### config.mk
export PLATFORM = sky130hd
export DESIGN_NAME = bitcount_ctrl
export DESIGN_NICKNAME = d
export VERILOG_FILES = /design/src/rtl/bitcount_ctrl.sv
export SDC_FILE = /design/constraint.sdc
export NUM_CORES = 1
export LEC_CHECK = 0
export ABC_CLOCK_PERIOD_IN_PS = 4100
export CAP_MARGIN = 20
export CORE_AREA = 2 2 54 56
export CTS_CLUSTER_DIAMETER = 150
export DETAILED_ROUTE_END_ITERATION = 7
export DIE_AREA = 0 0 56 58
export DONT_BUFFER_PORTS = 1
export GPL_ROUTABILITY_DRIVEN = 0
export PLACE_DENSITY = 0.52
export SLEW_MARGIN = 20
export SYNTH_ARGS = -nofsm -noshare
export SYNTH_HDL_FRONTEND = slang
export SYNTH_SLANG_ARGS = --single-unit
### constraint.sdc
create_clock -name clk -period 4.1 [get_ports clk]
set_input_delay 0.41 -clock clk [delete_from_list [all_inputs] [get_ports clk]]
set_output_delay 0.41 -clock clk [all_outputs]
set_load 0.005 [all_outputs]
### src/rtl/bitcount_ctrl.sv
`default_nettype none
// ============================================================================
// Module      : bitcount_ctrl
// Description : Sequencing controller for the bit-counter datapath. Accepts
//               LOAD / RUN_UP / RUN_DOWN / NOP commands over valid/ready,
//               drives the counter enable, direction and parallel-load
//               controls, paces advances with a prescaler and stops a run
//               when the counter reaches the commanded target or on abort.
//               Optional macro BITCOUNT_CTRL_STEPCNT_EN adds a 'steps' output
//               reporting the number of advances made by the last run.
// Revision    : 1.0 - initial release
// ============================================================================
module bitcount_ctrl #(
  parameter int WIDTH    = 4,
  parameter int PRESCALE = 1,
  parameter int PRE_W    = 8
) (
  input  logic             clk,
  input  logic             rst,
  input  logic             cmd_valid,
  output logic             cmd_ready,
  input  logic [1:0]       cmd_op,
  input  logic [WIDTH-1:0] cmd_arg,
  input  logic             abort,
  input  logic [WIDTH-1:0] cnt_val,
  output logic             cnt_en,
  output logic             cnt_dir,
  output logic             cnt_ld,
  output logic [WIDTH-1:0] cnt_ld_val,
  output logic             busy,
  output logic             done,
  output logic             aborted
`ifdef BITCOUNT_CTRL_STEPCNT_EN
  ,
  output logic [WIDTH:0]   steps
`endif
);

  localparam logic [1:0] c_op_load = 2'b00;
  localparam logic [1:0] c_op_up   = 2'b01;
  localparam logic [1:0] c_op_down = 2'b10;

  // Last prescaler value of a period; the advance opportunity falls here.
  localparam logic [PRE_W-1:0] c_pre_max = PRE_W'(PRESCALE - 1);

  typedef enum logic [2:0] {
    S_IDLE = 3'd0,
    S_LOAD = 3'd1,
    S_RUN  = 3'd2,
    S_DONE = 3'd3,
    S_ABRT = 3'd4
  } state_t;

  state_t           r_state;
  state_t           w_state_nxt;
  logic [PRE_W-1:0] r_pre;
  logic [WIDTH-1:0] r_target;
  logic             r_dir;
  logic [WIDTH-1:0] r_ld_val;

  logic             w_accept;
  logic             w_tick;
  logic             w_match;
  logic             w_run_cmd;

  assign w_tick    = (r_pre == c_pre_max);
  assign w_match   = (cnt_val == r_target);
  assign w_run_cmd = (cmd_op == c_op_up) || (cmd_op == c_op_down);

  // State register.
  always_ff @(posedge clk) begin
    if (rst) begin
      r_state <= S_IDLE;
    end else begin
      r_state <= w_state_nxt;
    end
  end

  // Command capture and prescaler; prescaler sits at 0 outside RUN so every
  // run starts a fresh period.
  always_ff @(posedge clk) begin
    if (rst) begin
      r_pre    <= '0;
      r_target <= '0;
      r_dir    <= 1'b1;
      r_ld_val <= '0;
    end else begin
      if (w_accept) begin
        case (cmd_op)
          c_op_load: r_ld_val <= cmd_arg;
          c_op_up: begin
            r_target <= cmd_arg;
            r_dir    <= 1'b1;
          end
          c_op_down: begin
            r_target <= cmd_arg;
            r_dir    <= 1'b0;
          end
          default: ;
        endcase
      end
      if (r_state == S_RUN) begin
        r_pre <= w_tick ? '0 : r_pre + PRE_W'(1);
      end else begin
        r_pre <= '0;
      end
    end
  end

  // Next-state and output decode; every output is forced idle while rst is
  // high so a mid-run reset emits nothing in its own cycle.
  always_comb begin
    w_state_nxt = r_state;
    cmd_ready   = 1'b0;
    w_accept    = 1'b0;
    cnt_en      = 1'b0;
    cnt_ld      = 1'b0;
    cnt_dir     = r_dir;
    cnt_ld_val  = r_ld_val;
    busy        = 1'b0;
    done        = 1'b0;
    aborted     = 1'b0;

    case (r_state)
      S_IDLE: begin
        cmd_ready = !rst;
        w_accept  = cmd_valid && !rst;
        if (w_accept) begin
          case (cmd_op)
            c_op_load: w_state_nxt = S_LOAD;
            c_op_up:   w_state_nxt = S_RUN;
            c_op_down: w_state_nxt = S_RUN;
            default:   w_state_nxt = S_IDLE;
          endcase
        end
      end
      S_LOAD: begin
        cnt_ld      = 1'b1;
        busy        = 1'b1;
        w_state_nxt = S_IDLE;
      end
      S_RUN: begin
        busy   = 1'b1;
        cnt_en = w_tick && !w_match && !abort;
        if (w_match) begin
          w_state_nxt = S_DONE;
        end else if (abort) begin
          w_state_nxt = S_ABRT;
        end
      end
      S_DONE: begin
        busy        = 1'b1;
        done        = 1'b1;
        w_state_nxt = S_IDLE;
      end
      S_ABRT: begin
        busy        = 1'b1;
        aborted     = 1'b1;
        w_state_nxt = S_IDLE;
      end
      default: w_state_nxt = S_IDLE;
    endcase

    if (rst) begin
      cnt_en     = 1'b0;
      cnt_ld     = 1'b0;
      cnt_dir    = 1'b1;
      cnt_ld_val = '0;
      busy       = 1'b0;
      done       = 1'b0;
      aborted    = 1'b0;
    end
  end

`ifdef BITCOUNT_CTRL_STEPCNT_EN
  logic [WIDTH:0] r_steps;

  // Advance counter for the most recent run; cleared only on RUN entry.
  always_ff @(posedge clk) begin
    if (rst) begin
      r_steps <= '0;
    end else if (w_accept && w_run_cmd) begin
      r_steps <= '0;
    end else if (cnt_en) begin
      r_steps <= r_steps + (WIDTH+1)'(1);
    end
  end

  assign steps = r_steps;
`else
  logic w_unused;
  assign w_unused = w_run_cmd;
`endif

endmodule
`default_nettype wire

==> out/metrics.cfg <==
[synthesis]
yosys.cell_count.top_type = dfxtp_1
synthFlopType = dfxtp_1
syn_inst = 106
synth.net_count = 124
synth.cell_area_sq_mm = 0.001001
seq_area_frac_synth_pct = 40.00
synth_edf_count = 0
synth.avg_cell_area_sq_um = 9.443
synth-async-reset-ratio_pct = 0
synth_cell_types = 29
ys_top_cells_by_count = 20 x dfxtp_1, 8 x nand3_1, 7 x o21ai_0
synth_top_area_share_pct = 40.00
synth_area_leaders = dfxtp_1 40%, mux2_4 6.0%, ha_1 5.0%, nor4b_1 4.4%, xnor2_1 4.4%
synth_seq_cells = 20
yosysWarnings = 0
yosysTopAreaCell = dfxtp_1

[pwr]
ir_drop_mv = 0.2268
p_leak_nw = 0.3674
power_density_mw_per_mm2 = 329.9

[sta]
period_share_pct = 52.11
finalSetupViolCount = 0
fin_crit_ns = 2.137
worstMarginPinSlew_ns = 0.5490
holdWs_ns = 0.1941
clock_skew_ns = 0.005081
rsz0062_at_grt = no
hold_viol = 0
final-max-slew-violation-count = 0
fmax_ghz = 0.4680
slew_headroom_pct = 62.89
fin_tns_setup_ns = 0

[clock_tree]
insertion_delay_ns = 0.30
cts_buffer_depth = 2
cts_tree = yes
hold_buffers = 0
root_buffer = clkbuf_4
clock_sinks = 20
ctsResizeCount = 0
cts_setup_buffers = 0
path_clk_slew_ns = 0.11
numCtsBuffers = 3
ctsHtreeMaxLevel = 1

[detailed_routing]
wl_per_cell_microns = 13.57
wirelength_microns = 1859
drt_first_pass_iters = 4
drt_iter0_drc = 6
drc = 0
avgViaCountPerCell = 5.321
ant_nets = 0
num_vias = 729

[grt]
grt_max_degree = 17
grt_use_total_pct = 11.98
grt_first_pass_wirelength_microns = 3167
antenna_found_initial = 0
grt_pass1_vias = 710
grt_overflow_total = 0

[critical_path]
cp-start-kind = register
required_ns = 3.69
critPathTopFamily = simple AND/OR/NAND/NOR gates
critical_path_arrival_ns = 1.73
cp_max_fo = 7
critical_path_class = reg2out
cp_num_buf_inv = 0
end_kind = primary output
critPathMaxStageDelay_ns = 0.61
crit_chain = or4b_1 > nor4b_1
crit_path_top_delay_cell = or4b_1

[layout]
antenna_cells = 0
final_nets = 125
stdcell_count = 137
drive_above_1_share_pct = 10.38
area_delta_synth_final_pct = 4.500
finalInstanceArea_sq_mm = 0.001046
fill_cells = 286

[flow_run]
maxCapViolCount = 0

[placement]
dpl-instance-area_sq_mm = 0.001010
post-dp-hpwl_microns = 1431
place_inst = 133
port_buffers = 0

[floorplanning]
core_sq_mm = 0.002663
ios = 25
rows = 19
die-area_sq_mm = 0.003248
dieHeight_microns = 58
die_w_microns = 56
initial_core_util_pct = 37.59

[min_path]
hold_path_class = in2reg

[status]
outcome = complete, no violations

==> per-layer routing <==
| metal | vias up | global-route usage [%] | share of wire [%] |
|---|---|---|---|
| met2 | 10 | 21.85 | 49 |
| met1 | 344 | 13.61 | 45 |
| li1 | 373 | - | - |
| met3 | 2 | 4.464 | 5.1 |
| met4 | 0 | 2.041 | 0.81 |
| met5 | - | 0 | 0 |
==> layout make-up <==
cell class / instances / area [sq um] / share of cell area (%)
tap: 31 / 38.79 / 3.708
inverter: 5 / 18.77 / 1.794
clock buffer: 4 / 36.28 / 3.469
sequential: 20 / 400.4 / 38.28
multi-input combinational: 77 / 551.8 / 52.75
==> flip-flops by register name (all words and copies together), names as in the netlist <==
register	count
r_ld_val	4
r_dir	1
r_target	4
r_state	3
r_pre	8
==> cell families after synthesis <==
group / share of synthesized area, %
AND/OR/NAND/NOR: 28.50
flip-flops: 40.00
AO/OA/AOI/OAI: 8.626
buffers and inverters: 4.874
XOR/XNOR: 7.000
multiplexers: 6.000
adder cells (fa/ha/maj): 5.000
==> power by group <==
group	switching (mW)	internal, mW
registers	0.00451	0.200
logic	0.0129	0.0137
clock network	0.0600	0.0541
==> worst paths after layout <==
kind                     from     endpoint  slack, ns  depth (start not counted)
setup reg to reg   r_state[2]  r_ld_val[0]       2.30                          3
hold / removal          abort   r_state[1]       0.19                          1
hold reg to reg   r_target[1]  r_target[1]       0.50                          2
setup / recovery   r_state[2]       cnt_en       1.96                          2
==> layout by cell type (no fill, tap or decap), types with 3 or more instances in the layout <==
cell	synthesis	routed
a21oi_1	6	6
and3_1	3	3
clkbuf_4	0	3
dfxtp_1	20	20
ha_1	4	4
inv_1	5	5
mux2_4	4	4
nand2_1	3	3
nand2b_1	4	4
nand3_1	8	8
nor2_1	6	6
nor2b_1	4	4
nor4b_1	5	5
o21ai_0	7	7
or3_1	3	3
xnor2_1	5	5
xor2_1	3	3
==> through the flow <==
step | utilization [%] | setup slack [ns] | power, mW
after floorplan | - | 2.380 | 0.2330
after global placement | 37.92 | 2.296 | 0.2355
after detailed placement | 37.92 | 2.284 | 0.2358
after CTS | 39.29 | 1.934 | 0.3513
after global routing | 39.29 | 1.830 | 0.3630
final | 39.29 | 1.963 | 0.3451
==> worst reg2reg max path: cells and delay by family (launching register included) <==
family           cells  cell delay [ns]
muxes                1             0.33
and+or+nand+nor      2             0.98
DFF                  1             0.40
(Power assumes the default switching activity.)
==> edit 1: new RTL, same flow settings <==
Encoding of `state_t`: now one-hot (5 bits for 5 states).
--- a/src/rtl/bitcount_ctrl.sv
+++ b/src/rtl/bitcount_ctrl.sv
@@ -43,12 +43,12 @@
   // Last prescaler value of a period; the advance opportunity falls here.
   localparam logic [PRE_W-1:0] c_pre_max = PRE_W'(PRESCALE - 1);
 
-  typedef enum logic [2:0] {
-    S_IDLE = 3'd0,
-    S_LOAD = 3'd1,
-    S_RUN  = 3'd2,
-    S_DONE = 3'd3,
-    S_ABRT = 3'd4
+  typedef enum logic [4:0] {
+    S_IDLE = 5'b00001,
+    S_LOAD = 5'b00010,
+    S_RUN  = 5'b00100,
+    S_DONE = 5'b01000,
+    S_ABRT = 5'b10000
   } state_t;
 
   state_t           r_state;
Formal check against the unedited RTL: same outputs for any inputs over 10 cycles, from zero or initial values and one cycle with rst high; not proved beyond that.
==> edit 1 against the unedited design <==
Setup slack got worse by 0.011 ns. Global-route usage increased by 3.2 points. Total power increased by 23%. Maximum frequency decreased by 0.50%. Synthesized area increased by 21%. Sequential power increased by 9.8%. Sequential share of layout area decreased by 3.7 points. Hold slack got worse by 0.039 ns. Die area unchanged. Sequential cell count increased by 2. Final area increased by 22%. Wire length increased by 19%. Critical path type unchanged. Largest power group unchanged.
==> edit 1: results (changes against the unedited design) <==
metric,value,unit,change
status,finished clean,,
place_hpwl,1690,um,+18%
h-tree-depth,1,,unchanged
post_cts_resized,0,,unchanged
fin_worst_skew,0.00698,ns,+0.00190 ns
crit_path_top_delay_cell,nor4b_4,,
p_switching,0.0000894,W,+16%
cts_post_setup_buffers_inserted,0,,unchanged
totalWireLength,2210,um,+19%
io_buffers,0,,unchanged
crit_start,r_state[1],,
r2r_setup_slack,2.48,ns,+0.18 ns
p_leak,0.451,nW,+23%
grt_pass1_vias,848,,+19%
cp-endpoint,cnt_en,,
synthTopCellsByCount,"22 x dfxtp_1, 8 x nor2b_1, 7 x inv_1, 7 x nand3_1, 7 x o21ai_0",,
grt_pass1_wl,3920,um,+24%
clkSlewWorstSetupHoldPaths,0.13,ns,+0.02 ns
drt_iter0_drc,28,,+22
num-fill-cells,271,,-5.2%
drive_above_1_share,0.168,,+0.0642
top_regs,"r_pre: 8 flops, r_state: 5 flops",,
relSlewSlack,0.575,,-0.0541
synth_area_leaders,"dfxtp_1 36%, ha_1 6.2%, mux2_4 5.0%, xor2_1 4.4%, nor2b_1 4.1%",,
grt_start_max_net_pins,18,,+1
cp_max_fo,8,,+1
max_stage_delay,0.44,ns,-0.17 ns
vias,863,,+18%
rr_endpoint,r_ld_val[1],,
period_minus_slack,2.15,ns,+0.0108 ns
ys_seq_area_frac,0.365,,-0.0352
grt_usage,0.152,,+0.0317
ir_drop,0.252,mV,+11%
synth.distinct_cells,38,,+31%
clkLatencyLatePin,0.31,ns,
nets,146,,+17%
r2r_start,r_state[2],,
pre_cts_slack,2.27,ns,-0.0147 ns
## edit 1: layout make-up
class,instances,area [sq um],area share
clock buffer,3,22.5,0.0177
inverter,7,26.3,0.0206
multi-input combinational,92,717,0.562
tap,31,38.8,0.0304
clock inverter,1,30.0,0.0236
sequential,22,440,0.345
## edit 1: kinds of logic after synthesis
family / share of synthesized area
simple gates: 0.297
mux: 0.0674
compound gates: 0.109
buf+inv: 0.0414
fa+ha+maj: 0.0622
flops: 0.365
xor+xnor: 0.0580
## edit 1: worst min path at each step
stage,start,endpoint,slack [ns],cells after the start
detailed placement,r_target[1],r_target[1],0.47,2
global route,rst,r_target[1],0.13,1
global placement,r_pre[0],r_pre[0],0.48,1
CTS,rst,r_target[1],0.14,1
finish,rst,r_target[1],0.15,1
floorplan,r_target[0],r_target[0],0.46,2
## edit 1: per-stage QoR
stage	util	total power [W]	instances	hold slack [ns]	cell area, sq um
global route	0.479	0.000443	156	0.133	1270
finish	0.479	0.000425	156	0.155	1270
global placement	0.459	0.000263	152	0.476	1220
detailed placement	0.459	0.000264	152	0.475	1220
CTS	0.479	0.000432	156	0.135	1270
floorplan	-	0.000259	125	0.461	1210
## edit 1: metal layers
layer / vias to the layer above / track usage / share of wire
met5: - / 0 / 0
met4: 0 / 0.0714 / 0.0081
met3: 2 / 0.0402 / 0.052
met1: 395 / 0.174 / 0.43
met2: 19 / 0.264 / 0.51
li1: 447 / - / -
## edit 1: power by group through the flow
stage / sequential, W / combinational (W) / clock, W
after floorplan: 0.000227 / 0.0000320 / 0
after global placement: 0.000229 / 0.0000345 / 0
after detailed placement: 0.000229 / 0.0000351 / 0
after CTS: 0.000224 / 0.0000354 / 0.000172
after global routing: 0.000225 / 0.0000397 / 0.000178
final: 0.000224 / 0.0000350 / 0.000166
==> edit 2: new RTL, same settings <==
Without the edit above. The parameter `PRE_W` goes from 8 to 10.
--- a/src/rtl/bitcount_ctrl.sv
+++ b/src/rtl/bitcount_ctrl.sv
@@ -13,7 +13,7 @@
 module bitcount_ctrl #(
   parameter int WIDTH    = 4,
   parameter int PRESCALE = 1,
-  parameter int PRE_W    = 8
+  parameter int PRE_W    = 10
 ) (
   input  logic             clk,
   input  logic             rst,
Function: same outputs for any inputs over 10 cycles, from zero or initial values and one cycle with rst high; that may be too few to reach the edited logic, so the function may still have changed.
==> edit 2 against the unedited design <==
Sequential cell count rose by 2. Final area grew 9.0%. Largest power group unchanged. Clock skew grew 0.0015 ns. Setup slack gained 0.048 ns. Sequential power rose by 9.8%. Synthesized area is 8.8% higher. Largest cell class unchanged. Wire length grew 10%. Critical path type unchanged. Total power up 6.5%. Register-to-register slack hardly changed.
==> edit 2: results (changes against the unedited design) <==
metric,value,unit,change
p_leak,0.386,nW,+5.1%
route.met2.wl,1030,um,+13%
final_area,0.00114,sq mm,+9.0%
synth_mux_area_frac,0.0552,,-0.00483
synth_compound_area_frac,0.101,,+0.0149
rr_endpoint,r_ld_val[1],,
avgSynthCellArea,9.30,sq um,-1.5%
syn-num-nets,135,,+8.9%
grt_pass1_vias,732,,+3.1%
worstPathArrival,1.68,ns,-0.05 ns
drive_above_1_share,0.111,,+0.00734
grt_pass1_wl,3320,um,+4.8%
final_cells,148,,+8.0%
ys_seq_area_frac,0.405,,+0.00460
met3WireLength,90,um,-4.3%
status,finished clean,,
synthTopCellsByCount,"22 x dfxtp_1, 10 x nand3_1, 8 x a21oi_1, 8 x o21ai_0, 6 x nor2_1",,
synthXorXnorAreaFrac,0.0644,,-0.00563
whs,0.197,ns,+0.00279 ns
pre_cts_slack,2.30,ns,+0.0203 ns
swShare,0.217,,-0.00716
place_hpwl,1590,um,+11%
r2r_start,r_state[0],,
synth.distinct_cells,34,,+17%
ir_drop,0.186,mV,-18%
synth_area_leaders,"dfxtp_1 40%, mux2_4 5.5%, ha_1 4.6%, nand3_1 4.6%, xnor2_1 4.0%",,
crit_start,r_state[1],,
==> edit 2: power groups by stage <==
stage / combinational [W] / clock, W / sequential [W]
floorplan: 0.0000258 / 0 / 0.000228
global placement: 0.0000272 / 0 / 0.000229
detailed placement: 0.0000277 / 0 / 0.000229
CTS: 0.0000279 / 0.000122 / 0.000224
global route: 0.0000309 / 0.000131 / 0.000225
finish: 0.0000272 / 0.000116 / 0.000224
==> edit 2: worst max-delay path, cell delays in order (launching register included) <==
cell,delay [ns]
dfxtp_1,0.48
or4b_4,0.54
nor4b_1,0.36
==> edit 2: metal layers <==
layer  GRT usage  up-vias
met2       0.215       13
met5           0        -
met1       0.159      382
met4      0.0612        0
li1            -      416
met3      0.0313        2
==> edit 2: cell type report <==
type / instances / share of cell area
flip-flops and latches: 22 / 0.386
multi-input cells: 86 / 0.531
inverters: 5 / 0.0165
clock buffers: 4 / 0.0318
well taps: 31 / 0.0340
